### config.mk
export PLATFORM = sky130hd
export DESIGN_NAME = serial_subtractor
export DESIGN_NICKNAME = d
export VERILOG_FILES = /design/src/rtl/serial_subtractor.sv
export SDC_FILE = /design/constraint.sdc
export NUM_CORES = 1
export LEC_CHECK = 0
export BUFFER_PORTS_ARGS = -buffer_cell sky130_fd_sc_hd__buf_4
export CAP_MARGIN = 20
export CORE_UTILIZATION = 52
export DETAILED_ROUTE_END_ITERATION = 10
export PLACE_DENSITY = 0.75
export REMOVE_ABC_BUFFERS = 1
export SYNTH_ARGS = -nofsm -noshare
export SYNTH_HDL_FRONTEND = slang
export SYNTH_SLANG_ARGS = --single-unit
### constraint.sdc
create_clock -name clk -period 1.8 [get_ports clk]
set_input_delay 0.18 -clock clk [delete_from_list [all_inputs] [get_ports clk]]
set_output_delay 0.18 -clock clk [all_outputs]
set_load 0.005 [all_outputs]
### src/rtl/serial_subtractor.sv
// Bit-serial unsigned subtractor: one full-subtractor step per clock, LSB first.
// Result, final borrow and zero flag are published together when the last bit completes.
module serial_subtractor #(
  parameter int WIDTH = 8
) (
  input  logic             clk,
  input  logic             rst_n,
  input  logic             start,
  input  logic [WIDTH-1:0] a,
  input  logic [WIDTH-1:0] b,
  output logic             ready,
  output logic             busy,
  output logic             done,
  output logic [WIDTH-1:0] diff,
  output logic             borrow_out,
  output logic             zero
);

  // Counts 0..WIDTH, so it never wraps inside an operation.
  localparam int CNT_W = $clog2(WIDTH + 1);

  typedef enum logic [1:0] {
    IDLE = 2'b00,
    RUN  = 2'b01,
    DONE = 2'b10
  } state_e;

  state_e           state_q, state_d;
  logic [WIDTH-1:0] a_sh_q, a_sh_d;
  logic [WIDTH-1:0] b_sh_q, b_sh_d;
  logic [WIDTH-1:0] res_q, res_d;
  logic [WIDTH-1:0] diff_q, diff_d;
  logic             borrow_q, borrow_d;
  logic             borrow_out_q, borrow_out_d;
  logic             zero_q, zero_d;
  logic [CNT_W-1:0] cnt_q, cnt_d;

  logic bit_x, bit_y, bit_d, bit_br_next;

  // Full-subtractor slice on the current LSBs and the running borrow.
  always_comb begin
    bit_x       = a_sh_q[0];
    bit_y       = b_sh_q[0];
    bit_d       = bit_x ^ bit_y ^ borrow_q;
    bit_br_next = (~bit_x & bit_y) | (~(bit_x ^ bit_y) & borrow_q);
  end

  always_comb begin
    // NOTE: every variable gets a default first so no path leaves one unassigned,
    // which would otherwise infer a latch.
    state_d      = state_q;
    a_sh_d       = a_sh_q;
    b_sh_d       = b_sh_q;
    res_d        = res_q;
    borrow_d     = borrow_q;
    cnt_d        = cnt_q;
    diff_d       = diff_q;
    borrow_out_d = borrow_out_q;
    zero_d       = zero_q;

    case (state_q)
      IDLE: begin
        if (start) begin
          a_sh_d   = a;
          b_sh_d   = b;
          borrow_d = 1'b0;
          cnt_d    = '0;
          state_d  = RUN;
        end
      end

      RUN: begin
        a_sh_d            = a_sh_q >> 1;
        b_sh_d            = b_sh_q >> 1;
        // Each new difference bit enters at the MSB; after WIDTH shifts bit 0 is in place.
        res_d             = res_q >> 1;
        res_d[WIDTH-1]    = bit_d;
        borrow_d          = bit_br_next;
        cnt_d             = cnt_q + CNT_W'(1);
        if (cnt_q == CNT_W'(WIDTH - 1)) begin
          state_d      = DONE;
          diff_d       = res_d;
          borrow_out_d = bit_br_next;
          zero_d       = (res_d == '0);
        end
      end

      DONE: state_d = IDLE;

      default: state_d = IDLE;
    endcase
  end

  // NOTE: state registers use non-blocking assignments so every flop samples
  // pre-edge values regardless of statement order.
  always_ff @(posedge clk or negedge rst_n) begin
    if (!rst_n) begin
      state_q      <= IDLE;
      a_sh_q       <= '0;
      b_sh_q       <= '0;
      res_q        <= '0;
      borrow_q     <= 1'b0;
      cnt_q        <= '0;
      diff_q       <= '0;
      borrow_out_q <= 1'b0;
      zero_q       <= 1'b1;
    end else begin
      state_q      <= state_d;
      a_sh_q       <= a_sh_d;
      b_sh_q       <= b_sh_d;
      res_q        <= res_d;
      borrow_q     <= borrow_d;
      cnt_q        <= cnt_d;
      diff_q       <= diff_d;
      borrow_out_q <= borrow_out_d;
      zero_q       <= zero_d;
    end
  end

  assign ready      = (state_q == IDLE);
  assign busy       = (state_q == RUN);
  assign done       = (state_q == DONE);
  assign diff       = diff_q;
  assign borrow_out = borrow_out_q;
  assign zero       = zero_q;

endmodule

==> results of run 1 <==
## kinds of logic (layout without fill, tap and decap cells)
| family | Yosys count | after routing |
|---|---|---|
| AND/OR/NAND/NOR | 52 | 52 |
| buffers and inverters | 16 | 55 |
| multiplexers | 11 | 11 |
| adder cells (fa/ha/maj) | 2 | 2 |
| flip-flops | 40 | 40 |
| AO/OA/AOI/OAI | 41 | 41 |
## area by class of cell
type	count	share of cell area [%]
Clock buffer	7	2.17
Inverter	7	1.27
Tap cell	44	2.65
Multi-Input combinational cell	106	30.7
Clock inverter	1	0.241
Timing Repair Buffer	40	14.6
Sequential cell	40	48.4
## per-stage QoR
stage,setup WS [ns],util (%)
5_1_grt,0.0460,67.4
3_3_place_gp,0.289,65.4
4_1_cts,0.00172,67.4
2_1_floorplan,-0.227,-
6_report,0.142,67.4
3_5_place_dp,0.265,65.4
## layer usage
metal | vias up | share of wire [%] | routed length (um) | GRT usage (%)
li1 | 634 | - | - | -
met3 | 2 | 4.2 | 141 | 3.93
met5 | - | 0 | 0 | 0
met2 | 41 | 52 | 1750 | 38.5
met1 | 651 | 43 | 1430 | 27.3
met4 | 0 | 0.48 | 16 | 9.52
## worst max-delay path: cells and delay by family, from the launching register on
family        cells  cell delay, ns
simple gates      1            0.11
flops             1            0.49
buf+inv           3            0.54
## where the power goes
group | internal (uW) | leakage [uW] | total, uW | switching [uW]
registers | 1280 | 0.000509 | 1570 | 287
logic | 660 | 0.000448 | 1350 | 687
clock network | 152 | 0.0000293 | 426 | 273
## worst max-delay path by stage
stage                            from                   to  slack [ns]  cells past startpoint
2_1_floorplan  state_q[0]$_DFFE_PN0P_  diff[0]$_DFFE_PN0P_       -0.23                      3
3_3_place_gp    a_sh_q[0]$_DFFE_PN0P_     zero$_DFFE_PN1P_        0.29                      4
3_5_place_dp    a_sh_q[0]$_DFFE_PN0P_     zero$_DFFE_PN1P_        0.27                      4
4_1_cts        state_q[0]$_DFFE_PN0P_                 busy       0.002                      4
5_1_grt        state_q[0]$_DFFE_PN0P_                 busy        0.05                      4
6_report       state_q[0]$_DFFE_PN0P_                 busy        0.14                      4
## what timing repair did
action                                 4_1_cts  5_1_grt
hold buffers                                 1        0
resized for setup                            0        1
setup endpoints to repair                    0        1
endpoints found under the hold margin       39        0
## cell usage in the layout (no fill, tap or decap)
cell type      count
buf_4             39
clkbuf_1           2
nor2_1             4
dfstp_2            1
nor2b_1            6
clkinv_2           1
inv_1              7
mux2_1             7
a21oi_1            5
dlygate4sd3_1      1
o22ai_1            2
mux2_2             1
a31oi_1            1
o21ai_0           15
a41oi_1            1
a22o_1             1
nor3_2             1
ha_1               1
fa_1               1
a22oi_1           14
a32o_1             1
clkbuf_4           5
dfrtp_1           38
nand3_1            1
mux2i_1            3
nor4_1             2
o21bai_1           1
nand2b_1           1
dfrtp_2            1
nand2_1           37
## registers in the layout (all words and copies together), names as in the netlist
name	cells
a_sh_q	8
b_sh_q	8
borrow_out	1
borrow_q	1
cnt_q	4
diff	8
res_q	7
state_q	2
zero	1
## synthesized netlist by cell type
cell type / count
a41oi_1: 1
nand2_1: 37
mux2i_1: 3
o21ai_0: 15
mux2_2: 1
mux2_1: 7
nand3_1: 1
buf_2: 4
dfstp_2: 1
nor2_1: 4
a22oi_1: 14
o21bai_1: 1
o22ai_1: 2
buf_6: 1
inv_1: 7
fa_1: 1
nor4_1: 2
a22o_1: 1
nand2b_1: 1
dfrtp_1: 39
nor3_2: 1
ha_1: 1
nor2b_1: 6
clkbuf_1: 4
a21oi_1: 5
a31oi_1: 1
a32o_1: 1
==> results_dict.tcl, run 1 <==
set metrics [dict create \
    worst_slew_pin_slew_ns 0.485 \
    finalSetupViolCount 0 \
    power_density_of_the_placed_cells_nw_per_um2 1610 \
    fraction_of_synthesized_area_in_multiplexers_pct 7.02 \
    netlist_area_um2 1710 \
    synth-adder-area-share_pct 1.90 \
    crit_path_top_delay_cell "dfrtp_2" \
    start_util_pct 55.6 \
    final_period_minus_worst_setup_slack_ns 1.66 \
    drt_drc_violations_left 0 \
    grt_pass1_vias 1298 \
    report.final.slew_viol_count 0 \
    number_of_placement_rows 20 \
    ctsHtreeMaxLevel 2 \
    synth.top_cell.area_share_pct 57.0 \
    fp.dieW_um 59.4 \
    initial_antenna_violation_count 0 \
    capturing_element_type_of_the_critical_path "output port" \
    area_occupied_by_registers_um2 1000 \
    place.detailed.instances 236 \
    worstPathCellList "nand2b_1 -> buf_4 -> inv_1 -> buf_4" \
    maxClockFrequency_mhz 603 \
    cts_root_buf "clkbuf_4" \
    hp-class "in2reg" \
    yosys_register_bits 40 \
    worst_vdd_rail_ir_drop_v 0.000701 \
    outcome "completed" \
    avgViaCountPerCell 5.42 \
    yosys.cell_types.count 27 \
    timing.critical_path.arrival_ns 1.48 \
    worst_r2r_startpoint "a_sh_q[0]$_DFFE_PN0P_" \
    grt_remaining_overflow 0 \
    synth_top_family_by_area "compound AO/OA/AOI/OAI gates" \
    fin_cells 245 \
    synth_xor_xnor_area_share_pct 0 \
    hold_viol 0 \
    track_usage_pct 22.3 \
    pin_count 32 \
    wirelength_um 3340 \
    detailed_place_hpwl_um 2450 \
    hold_path_depth 2 \
    unrepaired_setup_endpoints_after_global_routing "false" \
    synth-compound-area-share_pct 15.1 \
    cts-buffers-inserted 5 \
    timing.critical_path.mode_cell "buf_4" \
    gp_routability_congestion 0.780 \
    numPortBuffers 31 \
    netlist_top_cells_area "dfrtp_1, nand2_1, a22oi_1" \
    final_layout_size_suffix_gt1_share_pct 24.4 \
    drv.max_cap_violation_count 0 \
    postSynthCellCount 162 \
    reg2regPathDepth 4 \
    min_from "a[7]" \
    startpoint_type "register" \
    clk_latency_ns 0.34 \
    final_antenna_net_count 0 \
    power.static_leakage_uw 0.000986 \
    finish.instance_area_um2 2070 \
    dieArea_um2 3520 \
    grt_max_degree 41 \
    post-synth-top-area-cell "dfrtp_1" \
    cts_tree "built" \
    rr_endpoint "zero$_DFFE_PN1P_" \
    yosys.area_share.simple_pct 13.2 \
    skew_ns 0.0168 \
    kind_of_critical_path "reg2out" \
    design.core.area_um2 3080 \
    drt_pre_antenna_iters 4 \
    ys_warn_count 0 \
    cts.path.max_buffers 2 \
    antenna-diode-count 0 \
    worstHoldEndpoint "a_sh_q[7]$_DFFE_PN0P_" \
    cts_setup_buffers 0 \
    syn_avg_cell_area_um2 10.6 \
    whs_ns 0.101 \
    detailedRoute.firstIterationViolations 32 \
    totalNegativeSetupSlack_ns 0 \
    final.fill_count 265 \
    design.final.nets 221 \
    critical_path.max_stage_delay_ns 0.49 \
    regToRegSetupSlack_ns 0.26 \
    crit_required_ns 1.62 \
    multiInputGateArea_um2 637 \
    max-slew-margin-rel_pct 67.7 \
    num_vias 1328 \
    critPathMaxFanout 11 \
    area_growth_pct 21.2 \
    synth.yosys.seq_area_share_pct 58.6 \
    finalPower_uw 3340 \
    die_y_um 59.4 \
    grt_first_pass_wirelength_um 5780 \
    placed_area_um2 2010 \
    part_of_the_cycle_the_worst_path_needs_pct 92.1 \
    routed_wire_length_per_instance_um 13.6 \
    clkTransAtPathRegs_ns 0.12 \
    clock_sinks 40 \
]
No activity file was read; power rests on OpenSTA's default activity.
==> run 2, diff against run 1 <==
BUFFER_PORTS_ARGS = not set   (was -buffer_cell sky130_fd_sc_hd__buf_4)
CTS_CLUSTER_DIAMETER = 40   (was not set)
DONT_BUFFER_PORTS = 1   (was not set)
PLACE_DENSITY = 0.67   (was 0.75)
==> run 2 against run 1 <==
  * Clock skew decreased by 0.013 ns
  * Sequential power about the same
  * Final area down 7.7%
  * Utilization down 5.2 points
  * Clock power increased by 54%
  * Via count down 8.2%
  * Critical endpoint unchanged
==> results_dict.tcl, run 2 (same netlist as run 1, synthesis figures left out) <==
set metrics [dict create \
    final_antenna_net_count 0 \
    fp.dieW_um 59.4 \
    crit_required_ns 1.62 \
    num_vias 1219 \
    part_of_the_cycle_the_worst_path_needs_pct 92.4 \
    detailedRoute.firstIterationViolations 47 \
    grt_use_met2_pct 38.4 \
    worstHoldEndpoint "b_sh_q[7]$_DFFE_PN0P_" \
    reg2regPathDepth 5 \
    report.final.slew_viol_count 0 \
    number_of_placement_rows 20 \
    hp-class "in2reg" \
    kind_of_critical_path "reg2out" \
    gp_routability_congestion 0.766 \
    grt_max_degree 41 \
    rr_endpoint "diff[2]$_DFFE_PN0P_" \
    start_util_pct 55.6 \
    finalSetupViolCount 0 \
    dieArea_um2 3520 \
    power_density_of_the_placed_cells_nw_per_um2 1760 \
    unrepaired_setup_endpoints_after_global_routing "false" \
    worst_vdd_rail_ir_drop_v 0.000859 \
    maxClockFrequency_mhz 601 \
    grt_remaining_overflow 0 \
    die_y_um 59.4 \
    startpoint_type "register" \
    critical_path_buf_inv_count 3 \
    detailed_place_hpwl_um 2160 \
    avgViaCountPerCell 5.64 \
    capturing_element_type_of_the_critical_path "output port" \
    worst_slew_pin_slew_ns 0.309 \
    initial_antenna_violation_count 0 \
    cts-buffers-inserted 5 \
    hold_path_depth 2 \
    antenna-diode-count 0 \
    numPortBuffers 0 \
    finish.instance_area_um2 1920 \
    clkTransAtPathRegs_ns 0.11 \
    crit_path_top_delay_cell "dfrtp_1" \
    met3_usage_pct 5.24 \
    timing.critical_path.mode_cell "buf_4" \
    grt_busiest_layer "met2" \
    postLayoutCoreUtil_pct 62.2 \
    cts_root_buf "clkbuf_4" \
    clock_sinks 40 \
    area_growth_pct 11.9 \
    hold_viol 0 \
    final_period_minus_worst_setup_slack_ns 1.66 \
    drt_drc_violations_left 0 \
    cts_setup_buffers 0 \
    dp_worst_setup_slack_ns 0.293 \
    totalNegativeSetupSlack_ns 0 \
    max-slew-margin-rel_pct 79.4 \
    power.static_leakage_uw 0.000869 \
    worstPathCellList "nand2b_1 -> buf_4 -> inv_1 -> buf_4" \
    final_layout_size_suffix_gt1_share_pct 11.6 \
    worst_r2r_startpoint "cnt_q[0]$_DFFE_PN0P_" \
    skew_ns 0.00379 \
    commonest_non_fill_non_tap_cell_in_the_layout "dfrtp_1" \
    drt_pre_antenna_iters 4 \
    outcome "completed" \
    final.fill_count 266 \
    fin_cells 216 \
    wirelength_um 3170 \
    timing.critical_path.arrival_ns 1.48 \
    cts_tree "built" \
    critPathMaxFanout 9 \
    drv.max_cap_violation_count 0 \
    cts_resized 0 \
    global_route.usage.met1_pct 26.2 \
    design.core.area_um2 3080 \
    place.detailed.instances 205 \
    min_from "b[7]" \
    grt_first_pass_wirelength_um 5710 \
    total_of_hold_buffers_inserted_after_clock_tree_synthesis 3 \
    most-common-layout-cells "dfrtp_1, nand2_1, o21ai_0" \
    clk_latency_ns 0.35 \
    routed_wire_length_per_instance_um 14.7 \
    cts.path.max_buffers 2 \
    grt_pass1_vias 1266 \
    design.final.nets 192 \
    critical-path-top-delay-family "buffers and inverters" \
    placed_area_um2 1780 \
    ctsHtreeMaxLevel 2 \
    worst-path-stages 4 \
    setup_ws_ns 0.137 \
    critical_path.max_stage_delay_ns 0.40 \
    regToRegSetupSlack_ns 0.28 \
    pin_count 32 \
    track_usage_pct 22.3 \
]
-- run 2: how the worst max path moves through the flow --
stage / startpoint / end
3_5_place_dp: cnt_q[0]$_DFFE_PN0P_ / diff[2]$_DFFE_PN0P_
3_3_place_gp: cnt_q[0]$_DFFE_PN0P_ / diff[0]$_DFFE_PN0P_
5_1_grt: state_q[1]$_DFFE_PN0P_ / busy
6_report: state_q[1]$_DFFE_PN0P_ / busy
4_1_cts: state_q[1]$_DFFE_PN0P_ / busy
2_1_floorplan: state_q[0]$_DFFE_PN0P_ / diff[0]$_DFFE_PN0P_
-- run 2: through the flow --
step | hold slack (ns) | total power, uW
5_1_grt | 0.0312 | 3660
2_1_floorplan | -0.116 | 2310
3_3_place_gp | -0.115 | 2630
6_report | 0.0364 | 3360
4_1_cts | 0.0205 | 3400
3_5_place_dp | -0.115 | 2710
-- run 2: cell type report --
type,instances,area (um2),area share [%]
Clock buffer,7,65.1,3.40
Clock inverter,1,30.0,1.57
Inverter,7,26.3,1.37
Multi-Input combinational cell,106,637,33.2
Sequential cell,40,1000,52.3
Tap cell,44,55.1,2.87
Timing Repair Buffer,11,100,5.23
-- run 2: metal layers --
layer / share of wire [%] / vias to the layer above
li1: - / 573
met1: 43 / 610
met2: 52 / 32
met3: 3.8 / 4
met4: 1.2 / 0
met5: 0 / -
-- run 2: where the power goes --
part	internal, uW	total [uW]	switching, uW
Clock	369	657	288
Combinational	500	1140	644
Sequential	1280	1560	280
-- run 2: worst register-to-register path, cell delays in order (launching register included) --
cell,delay [ns]
dfrtp_1,0.43
ha_1,0.22
nand2_1,0.09
nor3_2,0.10
buf_4,0.22
mux2_1,0.35
